$ cat config.mk
export PLATFORM = sky130hd
export DESIGN_NAME = qif_scheduler_flat
export DESIGN_NICKNAME = d
export VERILOG_FILES = /design/src/rtl/qif_pkg.sv /design/src/rtl/qif_scheduler_if.sv /design/src/rtl/qif_update.sv /design/src/rtl/qif_scheduler.sv /design/src/flat_wrapper.sv
export SDC_FILE = /design/constraint.sdc
export NUM_CORES = 1
export LEC_CHECK = 0
export CORE_ASPECT_RATIO = 1.2
export CORE_MARGIN = 10
export CORE_UTILIZATION = 40
export DETAILED_ROUTE_END_ITERATION = 10
export PLACE_DENSITY = 0.55
export SYNTH_ARGS = -nofsm -noshare
export SYNTH_HDL_FRONTEND = slang
export SYNTH_SLANG_ARGS = --single-unit
$ cat constraint.sdc
create_clock -name clk -period 11.2 [get_ports clk]
set_input_delay 2.24 -clock clk [delete_from_list [all_inputs] [get_ports clk]]
set_output_delay 2.24 -clock clk [all_outputs]
set_load 0.02 [all_outputs]
$ cat src/rtl/qif_pkg.sv
// Shared types and helpers for the time-multiplexed QIF neuron scheduler.
// Holds the voltage/current types, the sweep FSM states and the 8-bit saturator.
package qif_pkg;

    localparam int V_W = 8;

    typedef logic signed [V_W-1:0] v_t;
    typedef logic signed [V_W-1:0] i_t;

    typedef enum logic [1:0] {
        IDLE,
        RUN,
        DONE
    } sched_state_t;

    // Clamp a 16-bit intermediate into the 8-bit voltage range.
    function automatic v_t sat8(input logic signed [15:0] x);
        if (x > 16'sd127) begin
            return v_t'(8'h7f);
        end else if (x < -16'sd128) begin
            return v_t'(8'h80);
        end else begin
            return v_t'(x[7:0]);
        end
    endfunction

endpackage

$ cat src/rtl/qif_scheduler_if.sv
// Control, current-write, readback and spike-event signals of the QIF scheduler.
// The scheduler uses the slave modport; the driving logic uses master.
interface qif_scheduler_if
    import qif_pkg::*;
#(
    parameter int IDX_W = 3
);
    logic             step_start;
    logic             cur_we;
    logic [IDX_W-1:0] cur_addr;
    i_t               cur_data;
    logic [IDX_W-1:0] rd_addr;
    v_t               rd_data;
    logic             busy;
    logic             step_done;
    logic             spike_valid;
    logic [IDX_W-1:0] spike_id;

    modport slave (
        input  step_start, cur_we, cur_addr, cur_data, rd_addr,
        output rd_data, busy, step_done, spike_valid, spike_id
    );

    modport master (
        output step_start, cur_we, cur_addr, cur_data, rd_addr,
        input  rd_data, busy, step_done, spike_valid, spike_id
    );
endinterface

$ cat src/rtl/qif_update.sv
// Combinational QIF membrane update for one neuron:
// fire when v >= v_th, otherwise v + i/4 + (v/8)^2 saturated to 8 bits.
module qif_update
    import qif_pkg::*;
(
    input  v_t   v,
    input  i_t   i,
    input  v_t   v_th,
    input  v_t   v_reset,
    output v_t   v_next,
    output logic fire
);
    logic signed [15:0] v16;
    logic signed [15:0] i16;
    logic signed [15:0] q16;
    logic signed [15:0] sum16;

    // Signed '/' truncates toward zero, unlike an arithmetic shift.
    always_comb begin
        v16    = {{8{v[7]}}, v};
        i16    = {{8{i[7]}}, i};
        q16    = v16 / 16'sd8;
        sum16  = v16 + (i16 / 16'sd4) + (q16 * q16);
        fire   = (v >= v_th);
        v_next = fire ? v_reset : sat8(sum16);
    end
endmodule

$ cat src/rtl/qif_scheduler.sv
// Sweeps all neurons through one shared QIF update unit per step_start pulse,
// storing per-neuron voltage and pending current in register arrays.
module qif_scheduler
    import qif_pkg::*;
#(
    parameter int N_NEURONS = 8,
    parameter int V_TH      = 50,
    parameter int V_RESET   = -20,
    parameter int IDX_W     = $clog2(N_NEURONS)
) (
    input  logic            clk,
    input  logic            reset,
    qif_scheduler_if.slave  bus
);
    sched_state_t     state_q, state_d;
    logic [IDX_W-1:0] idx_q, idx_d;
    logic             step_done_q, step_done_d;
    logic             spike_valid_q;
    logic [IDX_W-1:0] spike_id_q;
    v_t               v_q [N_NEURONS];
    i_t               i_q [N_NEURONS];

    logic             proc;
    v_t               v_next;
    logic             fire;

    qif_update u_update (
        .v       (v_q[idx_q]),
        .i       (i_q[idx_q]),
        .v_th    (v_t'(V_TH)),
        .v_reset (v_t'(V_RESET)),
        .v_next  (v_next),
        .fire    (fire)
    );

    // The step_done cycle is still busy, so a start there is dropped.
    always_comb begin
        state_d     = state_q;
        idx_d       = idx_q;
        proc        = 1'b0;
        step_done_d = 1'b0;
        unique case (state_q)
            IDLE: begin
                if (bus.step_start && !step_done_q) begin
                    state_d = RUN;
                    idx_d   = '0;
                end
            end
            RUN: begin
                proc = 1'b1;
                if (idx_q == IDX_W'(N_NEURONS - 1)) begin
                    state_d = DONE;
                end else begin
                    idx_d = idx_q + 1'b1;
                end
            end
            DONE: begin
                step_done_d = 1'b1;
                state_d     = IDLE;
            end
            default: state_d = IDLE;
        endcase
    end

    always_ff @(posedge clk or posedge reset) begin
        if (reset) begin
            state_q       <= IDLE;
            idx_q         <= '0;
            step_done_q   <= 1'b0;
            spike_valid_q <= 1'b0;
            spike_id_q    <= '0;
            for (int n = 0; n < N_NEURONS; n++) begin
                v_q[n] <= '0;
                i_q[n] <= '0;
            end
        end else begin
            state_q       <= state_d;
            idx_q         <= idx_d;
            step_done_q   <= step_done_d;
            spike_valid_q <= proc && fire;
            if (proc && fire) begin
                spike_id_q <= idx_q;
            end
            if (proc) begin
                v_q[idx_q] <= v_next;
                i_q[idx_q] <= '0;
            end
            // Placed after the consume-clear so a same-cycle write survives.
            if (bus.cur_we) begin
                i_q[bus.cur_addr] <= bus.cur_data;
            end
        end
    end

    assign bus.rd_data     = v_q[bus.rd_addr];
    assign bus.busy        = (state_q != IDLE) || step_done_q;
    assign bus.step_done   = step_done_q;
    assign bus.spike_valid = spike_valid_q;
    assign bus.spike_id    = spike_id_q;
endmodule

$ cat src/flat_wrapper.sv
// flat-port wrapper written by rule: the top's interface ports become plain ports
module qif_scheduler_flat import qif_pkg::*;
#(
    parameter int N_NEURONS = 8,
    parameter int V_TH      = 50,
    parameter int V_RESET   = -20,
    parameter int IDX_W     = $clog2(N_NEURONS)
)
  (clk, reset, bus_step_start, bus_cur_we, bus_cur_addr, bus_cur_data, bus_rd_addr, bus_rd_data, bus_busy, bus_step_done, bus_spike_valid, bus_spike_id);
  qif_scheduler_if #(.IDX_W(IDX_W)) bus_i ();
  input  logic clk;
  input  logic reset;
  input wire logic [$bits(bus_i.step_start)-1:0] bus_step_start;
  input wire logic [$bits(bus_i.cur_we)-1:0] bus_cur_we;
  input wire logic [$bits(bus_i.cur_addr)-1:0] bus_cur_addr;
  input wire logic [$bits(bus_i.cur_data)-1:0] bus_cur_data;
  input wire logic [$bits(bus_i.rd_addr)-1:0] bus_rd_addr;
  output wire logic [$bits(bus_i.rd_data)-1:0] bus_rd_data;
  output wire logic [$bits(bus_i.busy)-1:0] bus_busy;
  output wire logic [$bits(bus_i.step_done)-1:0] bus_step_done;
  output wire logic [$bits(bus_i.spike_valid)-1:0] bus_spike_valid;
  output wire logic [$bits(bus_i.spike_id)-1:0] bus_spike_id;
  assign bus_i.step_start = bus_step_start;
  assign bus_i.cur_we = bus_cur_we;
  assign bus_i.cur_addr = bus_cur_addr;
  assign bus_i.cur_data = bus_cur_data;
  assign bus_i.rd_addr = bus_rd_addr;
  assign bus_rd_data = bus_i.rd_data;
  assign bus_busy = bus_i.busy;
  assign bus_step_done = bus_i.step_done;
  assign bus_spike_valid = bus_i.spike_valid;
  assign bus_spike_id = bus_i.spike_id;
  qif_scheduler #(.N_NEURONS(N_NEURONS), .V_TH(V_TH), .V_RESET(V_RESET), .IDX_W(IDX_W)) u_core (.clk(clk), .reset(reset), .bus(bus_i));
endmodule
# Yosys cells after proc, flatten, opt, wreduce, memory -nomap -nowiden
# Index checks and enable logic that the tools add are counted.
# word_totals
register_bits,138
in_bits,18
elab_cells,89
# classes
addsub,5
multipliers,1
magnitude_cmp,8
n_eq_ne,6
mux,28
n_bitwise,7
n_reduce_logical,13
# op_table
op,n
bitwise mux 64 bit,2
2-to-1 mux 64 bit,2
2-to-1 mux 8 bit,11
binary-select mux 8 bit (select 3 bit),3
AND 64 bit,1
NOT 64 bit,1
demux 8 bit (select 3 bit),2
adder 16 x 1 -> 16 bit,2
adder 16 bit,1
adder 8 x 16 -> 16 bit,1
"> comparator 16 x 8 -> 1 bit, second input constant",1
"less-than comparator 16 x 8 -> 1 bit, second input constant",1
multiplier 16 x 16 -> 16 bit,1
">= comparator 4 bit, second input constant",3
NOT 3 -> 4 bit,3
">= comparator 8 x 7 -> 1 bit, second input constant",1
"less-than comparator 4 x 1 -> 1 bit, second input constant",2
2-to-1 mux 3 bit,2
case mux 3 bit (2 select lines),1
logical AND 1 bit,4
2-to-1 mux 2 bit,2
"inequality test 2 x 1 -> 1 bit, second input constant",2
case mux 2 bit (2 select lines),1
nonzero test 2 bit,2
other kinds (14),16

# Depth between registers and ports, before layout
# Gate-level depths: netlist (run 1).
# logic_depth
depth_word,14
ltp_mapped,35
depth_no_buf,32

# Hierarchy
# A second synthesis (run 1) with hierarchy kept.
# hier_totals
hier_cells,1055
hier_area_um2,11726.2
# modules_own_cells
module,instances,cells_per_inst,area_each_um2
qif_scheduler,1,521,6980.4
qif_update,1,534,4745.8

# Least setup slack after synthesis (run 1)
# No wires, ideal clock.
# synth_timing
path_kind,reg2reg
start,reg u_core.idx_q[1]
end,reg u_core.v_q[40] (netlist bit)
arrival_ns,8.491
required_time_ns,11.075
path_slack_ns,2.584
path_stages_with_launch,34
path_buffers,4
period_less_slack_ns,8.616
path_cell_list,dfrtp_1 buf_2 buf_2 mux4_2 mux2_2 or2_2 nor2_1 nor2_1 ha_1 ha_1 nand3_1 ha_1 clkbuf_1 nor2b_1 xor2_1 ha_1 a21o_1 fa_1 ha_1 fa_1 inv_1 fa_1 fa_1 inv_1 ha_1 clkbuf_1 a21oi_1 o211ai_1 a221oi_1 o21ai_0 xnor3_1 o41a_1 a211oi_4 mux2_2
# synth_via
elab_chain_len,14
word_cells_on_any_way,28
classes_between,4 x add/sub; 1 x mul; 5 x order compare; 12 x mux; 3 x bitwise; 3 x reduce/logical
# synth_lines
item,line,rtl
"start, declared",qif_scheduler.sv:16,"logic [IDX_W-1:0] idx_q, idx_d;"
"start signal, assigned",qif_scheduler.sv:78,idx_q <= idx_d;
NOT 3 -> 4 bit (not written as such) (*),"qif_scheduler.sv:28, qif_scheduler.sv:29, qif_scheduler.sv:85",
binary-select mux 8 bit (select 3 bit) (on tied branches),"qif_scheduler.sv:28, qif_scheduler.sv:29",
2-to-1 mux 8 bit (on tied branches) (2 in series),"qif_scheduler.sv:28, qif_scheduler.sv:29",
OR reduction 3 bit (no source line) or OR reduction 2 bit (tied branches),n/a,
AND 1 bit (no source line),n/a,
adder 16 x 1 -> 16 bit (no source line),n/a,
multiplier 16 x 16 -> 16 bit or adder 8 x 16 -> 16 bit (tied branches),qif_update.sv:23,sum16 = v16 + (i16 / 16'sd4) + (q16 * q16);
adder 16 bit,qif_update.sv:23,
less-than comparator 16 x 8 -> 1 bit,qif_pkg.sv:20,end else if (x < -16'sd128) begin
2-to-1 mux 8 bit,qif_pkg.sv:20,
2-to-1 mux 8 bit,qif_pkg.sv:18,if (x > 16'sd127) begin
2-to-1 mux 8 bit,qif_update.sv:25,v_next = fire ? v_reset : sat8(sum16);
bitwise mux 64 bit (*),qif_scheduler.sv:85,v_q[idx_q] <= v_next;
"end signal, assigned by index",qif_scheduler.sv:85,
"end, declared",qif_scheduler.sv:20,v_t v_q [N_NEURONS];
# Mark *: on every way between the ends. The rest lies on a longest branch, timed or not. The select of a mux whose other input is x is not followed.
# A chain may end at the register's enable or synchronous reset.

# Worst setup path in the final report (run 1)
# layout_timing
start,reg u_core.idx_q[1]
end,reg u_core.v_q[34] (netlist bit)
# The elaborated chain is that of the path after synthesis.

==> results of run 1 <==
through the flow:
step / cells / utilization (%) / setup slack, ns
final: 1540 / 45.6 / 1.47
after global routing: 1540 / 45.6 / 0.891
after CTS: 1540 / 45.6 / 1.48
after detailed placement: 1510 / 43.3 / 1.53
after global placement: 1510 / 43.3 / 1.79
after floorplan: 1133 / - / 2.58
path summary, 6_finish.rpt:
check / slack, ns / to / depth (start not counted) / start
max in group asynchronous: 7.52 / u_core.v_q[48] / 3 / reset
setup / recovery: 1.47 / u_core.v_q[34] / 29 / u_core.idx_q[1]
setup reg to reg: 1.47 / u_core.v_q[34] / 29 / u_core.idx_q[1]
hold / removal: 0.49 / u_core.bus.step_done / 1 / u_core.state_q[0]
min in group asynchronous: 2.30 / u_core.bus.spike_valid / 2 / reset
hold reg to reg: 0.49 / u_core.bus.step_done / 1 / u_core.state_q[0]
area by class of cell:
| type | instances | area (um^2) |
|---|---|---|
| clock buffers | 19 | 453 |
| clock inverters | 11 | 195 |
| fillers | 2654 | 15300 |
| inverters | 162 | 613 |
| multi-input cells | 786 | 7210 |
| flip-flops and latches | 138 | 3450 |
| well taps | 379 | 474 |
| repair buffers | 45 | 415 |
cells in the mapped netlist (11+ instances only):
master,count
o21ai_0,79
xnor2_1,21
ha_1,79
mux2_2,56
nand2_1,168
a21oi_1,41
nand2b_1,11
nor3_1,12
buf_1,15
inv_1,162
and2_1,18
fa_1,91
nor2_1,60
clkbuf_1,25
dfrtp_1,138
mux4_2,40
nor2b_1,21
worst max-delay path, delay by kind of cell (launching register included):
family / cells / cell delay, ns
mux: 2 / 0.92
flops: 1 / 1.04
xor+xnor: 2 / 0.67
simple gates: 5 / 0.94
fa+ha+maj: 10 / 3.71
buf+inv: 2 / 0.10
compound gates: 8 / 2.17
cell families (layout without fill, tap and decap cells):
kind of cell / Yosys count / in the layout / share of synthesized area [%]
compound gates: 162 / 162 / 8.61
simple gates: 318 / 318 / 12.3
flops: 138 / 138 / 30.2
xor+xnor: 31 / 31 / 2.80
mux: 105 / 105 / 14.6
buf+inv: 209 / 237 / 7.01
fa+ha+maj: 170 / 170 / 24.6
layer usage:
layer / track usage (%) / vias up / wire length, um
met5: 0 / - / 0
met4: 6.24 / 0 / 760
met3: 2.16 / 36 / 955
met2: 29.3 / 160 / 14600
met1: 20.8 / 4087 / 12300
li1: - / 3776 / -
state kept, by name, summed over array words and instances, names as in the netlist:
signal	count
u_core.bus.spike_id	3
u_core.state_q	2
u_core.bus.step_done	1
u_core.bus.spike_valid	1
u_core.idx_q	3
u_core.i_q	64
u_core.v_q	64
==> flow_summary.yaml, run 1 <==
finish:
  final_common_cell: "nand2_1"
  drive_above_1_share_pct: 13.9
  final_area_um2: 12800
  fin_nets: 1338
  syn_to_final_growth_pct: 12.0
  layout_common_cells: "168 x nand2_1, 161 x inv_1, 137 x dfrtp_1, 91 x fa_1"
  antennaDiodeCount: 0
timing:
  hold_viol: 0
  layout_min_cycle_time_ns: 9.73
  holdWs_ns: 0.493
  rsz0062_at_grt: "no"
  max_freq_mhz: 103
  finalSetupTns_ns: 0
  final_max_slew_viol_count: 0
  setup_viol: 0
  tightest_slew_ns: 1.07
  slew_headroom_pct: 28.5
  fin_skew_ns: 0.00973
  fin_crit_sh_pct: 86.9
setup_path:
  worstPathArrival_ns: 10.00
  slowest_stage: "dfrtp_1"
  crit_path_end_kind: "register"
  path_max_fanout: 19
  crit_type: "register to register"
  required_ns: 11.47
  start_kind: "register"
  crit_top_cell: "ha_1"
  critPathMaxStageDelay_ns: 1.04
clocking:
  tritoncts: "yes"
  cts_buffer_depth: 2
  h-tree-depth: 4
  cts_setup_buffers: 0
  cts_hold_buf: 0
  cts_root_buf: "clkbuf_16"
  post_cts_resized: 0
  clk_latency_ns: 0.42
  clk_pin_slew_ns: 0.06
  clock-sinks: 138
  numCtsBuffers: 17
floorplanning:
  coreArea_um2: 28100
  die_w_um: 174
  rows: 67
  die_area_um2: 35800
  pin_count: 32
  die_height_um: 205
  start_util_pct: 40.8
route:
  wl_per_cell_um: 18.6
  wl_um: 28600
  first_iter_violations: 480
  ant_nets: 0
  viasPerCell: 5.23
  vias: 8059
  dr.pass1.iters: 5
  drt_drc_violations_left: 0
place:
  portBuffers: 31
  dp_hpwl_um: 21600
  place_area_um2: 12200
  gp_congestion: 0.811
yosys:
  ys_ff_latch: 138
  synth_cell_types: 55
  netlist.area_leader.share_pct: 30.2
  ys_seq_area_share_pct: 30.2
  synth_area_um2: 11400
  async_reset_ff_share_pct: 100
  ys.flop_type: "dfrtp_1"
  syn_nets: 1321
  syn_inst: 1133
  synth-edff-count: 0
  syn_avg_cell_area_um2: 10.1
  ys_warn_count: 0
  synth_area_leaders: "dfrtp_1 30%, fa_1 16%, ha_1 8.6%"
  yosys.area.top_type: "dfrtp_1"
global_route:
  grtUsageTotal_pct: 16.8
  grt_pass1_wl_um: 47500
  antenna_found_initial: 0
  grt_max_degree: 72
  gr-total-overflow: 0
  grt_pass1_vias: 8713
run_status:
  run_status: "finished, final reports clean"
run:
  maxCapViolCount: 0
min_path:
  hold_path_class: "register to register"
Power of run 1 is left out: the tool's default activity adds up to more than one toggle a clock period on the data nets, which glitch-free logic cannot reach.
==> run 2: changes to the inputs <==
--- a/config.mk
+++ b/config.mk
@@ -9,6 +9,7 @@
 export CORE_MARGIN = 10
 export CORE_UTILIZATION = 40
 export DETAILED_ROUTE_END_ITERATION = 10
+export HOLD_SLACK_MARGIN = 0.06
 export PLACE_DENSITY = 0.55
 export SYNTH_ARGS = -nofsm -noshare
 export SYNTH_HDL_FRONTEND = slang
==> constraint.sdc (replaced) <==
create_clock -name clk -period 12.3 [get_ports clk]
set_input_delay 2.46 -clock clk [delete_from_list [all_inputs] [get_ports clk]]
set_output_delay 2.46 -clock clk [all_outputs]
set_load 0.02 [all_outputs]
==> run 2 against run 1 <==
Effect of this change: critical path depth unchanged; worst hold slack got worse by 0.0057 ns; clock skew grew 0.0013 ns; worst setup slack improved by 1.1 ns.
==> flow_summary.yaml, run 2 (synthesis gave the netlist of run 1 again) <==
run_status:
  run_status: "finished, final reports clean"
setup_path:
  required_ns: 12.57
  crit_top_cell: "ha_1"
  slowest_stage: "xor2_1"
  start_kind: "register"
  path_max_fanout: 33
  critPathMaxStageDelay_ns: 0.78
  crit_path_end_kind: "register"
  worstPathArrival_ns: 9.96
  crit_type: "register to register"
place:
  place_area_um2: 12100
  dp_hpwl_um: 21200
  gp_congestion: 0.801
  portBuffers: 31
timing:
  fin_skew_ns: 0.0110
  fin_crit_sh_pct: 78.8
  hold_viol: 0
  tightest_slew_ns: 1.06
  final_max_slew_viol_count: 0
  max_freq_mhz: 103
  setup_viol: 0
  layout_min_cycle_time_ns: 9.69
  slew_headroom_pct: 29.7
  rsz0062_at_grt: "no"
  finalSetupTns_ns: 0
floorplanning:
  die_w_um: 174
  pin_count: 32
  die_height_um: 205
  coreArea_um2: 28100
  die_area_um2: 35800
  start_util_pct: 40.8
  rows: 67
clocking:
  cts_buffer_depth: 2
  numCtsBuffers: 17
  post_cts_resized: 0
  clk_latency_ns: 0.43
  cts_root_buf: "clkbuf_16"
  clock-sinks: 138
  clk_pin_slew_ns: 0.06
  h-tree-depth: 4
  cts_setup_buffers: 0
  tritoncts: "yes"
  cts_hold_buf: 0
finish:
  final_common_cell: "nand2_1"
  drive_above_1_share_pct: 13.8
  seqCellArea_um2: 3450
  fin_nets: 1335
  layout_common_cells: "168 x nand2_1, 161 x inv_1, 137 x dfrtp_1, 91 x fa_1"
  final_util_pct: 45.5
  top_regs: "u_core.i_q x64, u_core.v_q x64"
  syn_to_final_growth_pct: 11.7
  final_area_um2: 12800
  fillCellCount: 2695
  multiInputGateArea_um2: 7210
  antennaDiodeCount: 0
route:
  drt_drc_violations_left: 0
  wl_um: 28300
  vias: 7997
  wl_per_cell_um: 18.4
  ant_nets: 0
  dr.pass1.iters: 5
  viasPerCell: 5.20
  first_iter_violations: 458
global_route:
  gr-total-overflow: 0
  antenna_found_initial: 0
  grt_pass1_wl_um: 46600
  grt_pass1_vias: 8380
  grtUsageTotal_pct: 16.5
  grt_max_degree: 80
run:
  maxCapViolCount: 0
min_path:
  hold_path_class: "register to register"
==> run 2: cell types whose count changed in the layout (fill, tap and decap cells not counted) <==
| cell | before | now |
|---|---|---|
| clkinv_2 | 1 | 3 |
| clkbuf_8 | 2 | 1 |
| bufinv_16 | 5 | 4 |
| inv_6 | 1 | 3 |
| buf_4 | 14 | 11 |
==> run 2: area by class of cell <==
class	count	area share, %
Multi-Input combinational cell	786	56.4
Sequential cell	138	27.0
Inverter	162	4.80
Tap cell	379	3.71
Clock buffer	18	3.44
Timing Repair Buffer	42	3.07
Clock inverter	14	1.51
==> run 2: final timing paths <==
check / start / to / slack (ns) / cells past startpoint
setup / recovery: u_core.idx_q[1] / u_core.v_q[46] / 2.61 / 29
hold reg to reg: u_core.state_q[0] / u_core.bus.step_done / 0.49 / 1
max in group asynchronous: reset / u_core.v_q[57] / 8.45 / 3
setup reg to reg: u_core.idx_q[1] / u_core.v_q[46] / 2.61 / 29
min in group asynchronous: reset / u_core.bus.spike_valid / 2.53 / 2
hold / removal: u_core.state_q[0] / u_core.bus.step_done / 0.49 / 1
==> run 2: per-stage QoR <==
step	hold WS (ns)	worst slack, ns	cells
2_1_floorplan	0.446	3.68	1133
3_5_place_dp	0.483	2.66	1507
6_report	0.487	2.61	1539
4_1_cts	0.492	2.64	1539
3_3_place_gp	0.479	2.82	1507
5_1_grt	0.541	1.91	1539
==> run 2: critical path, delay by kind of cell (launching register included) <==
kind	cells	cell delay, ns
flops	1	0.32
simple gates	4	0.88
buf+inv	3	0.54
mux	2	0.86
xor+xnor	3	1.41
compound gates	8	2.16
fa+ha+maj	9	3.31
==> run 2: layer usage <==
metal | wire length, um | vias to the layer above | GRT usage, %
li1 | - | 3782 | -
met1 | 12200 | 4043 | 21.0
met2 | 14600 | 150 | 28.9
met3 | 962 | 22 | 2.13
met4 | 483 | 0 | 4.80
met5 | 0 | - | 0
Power of run 2 is left out for the same reason.
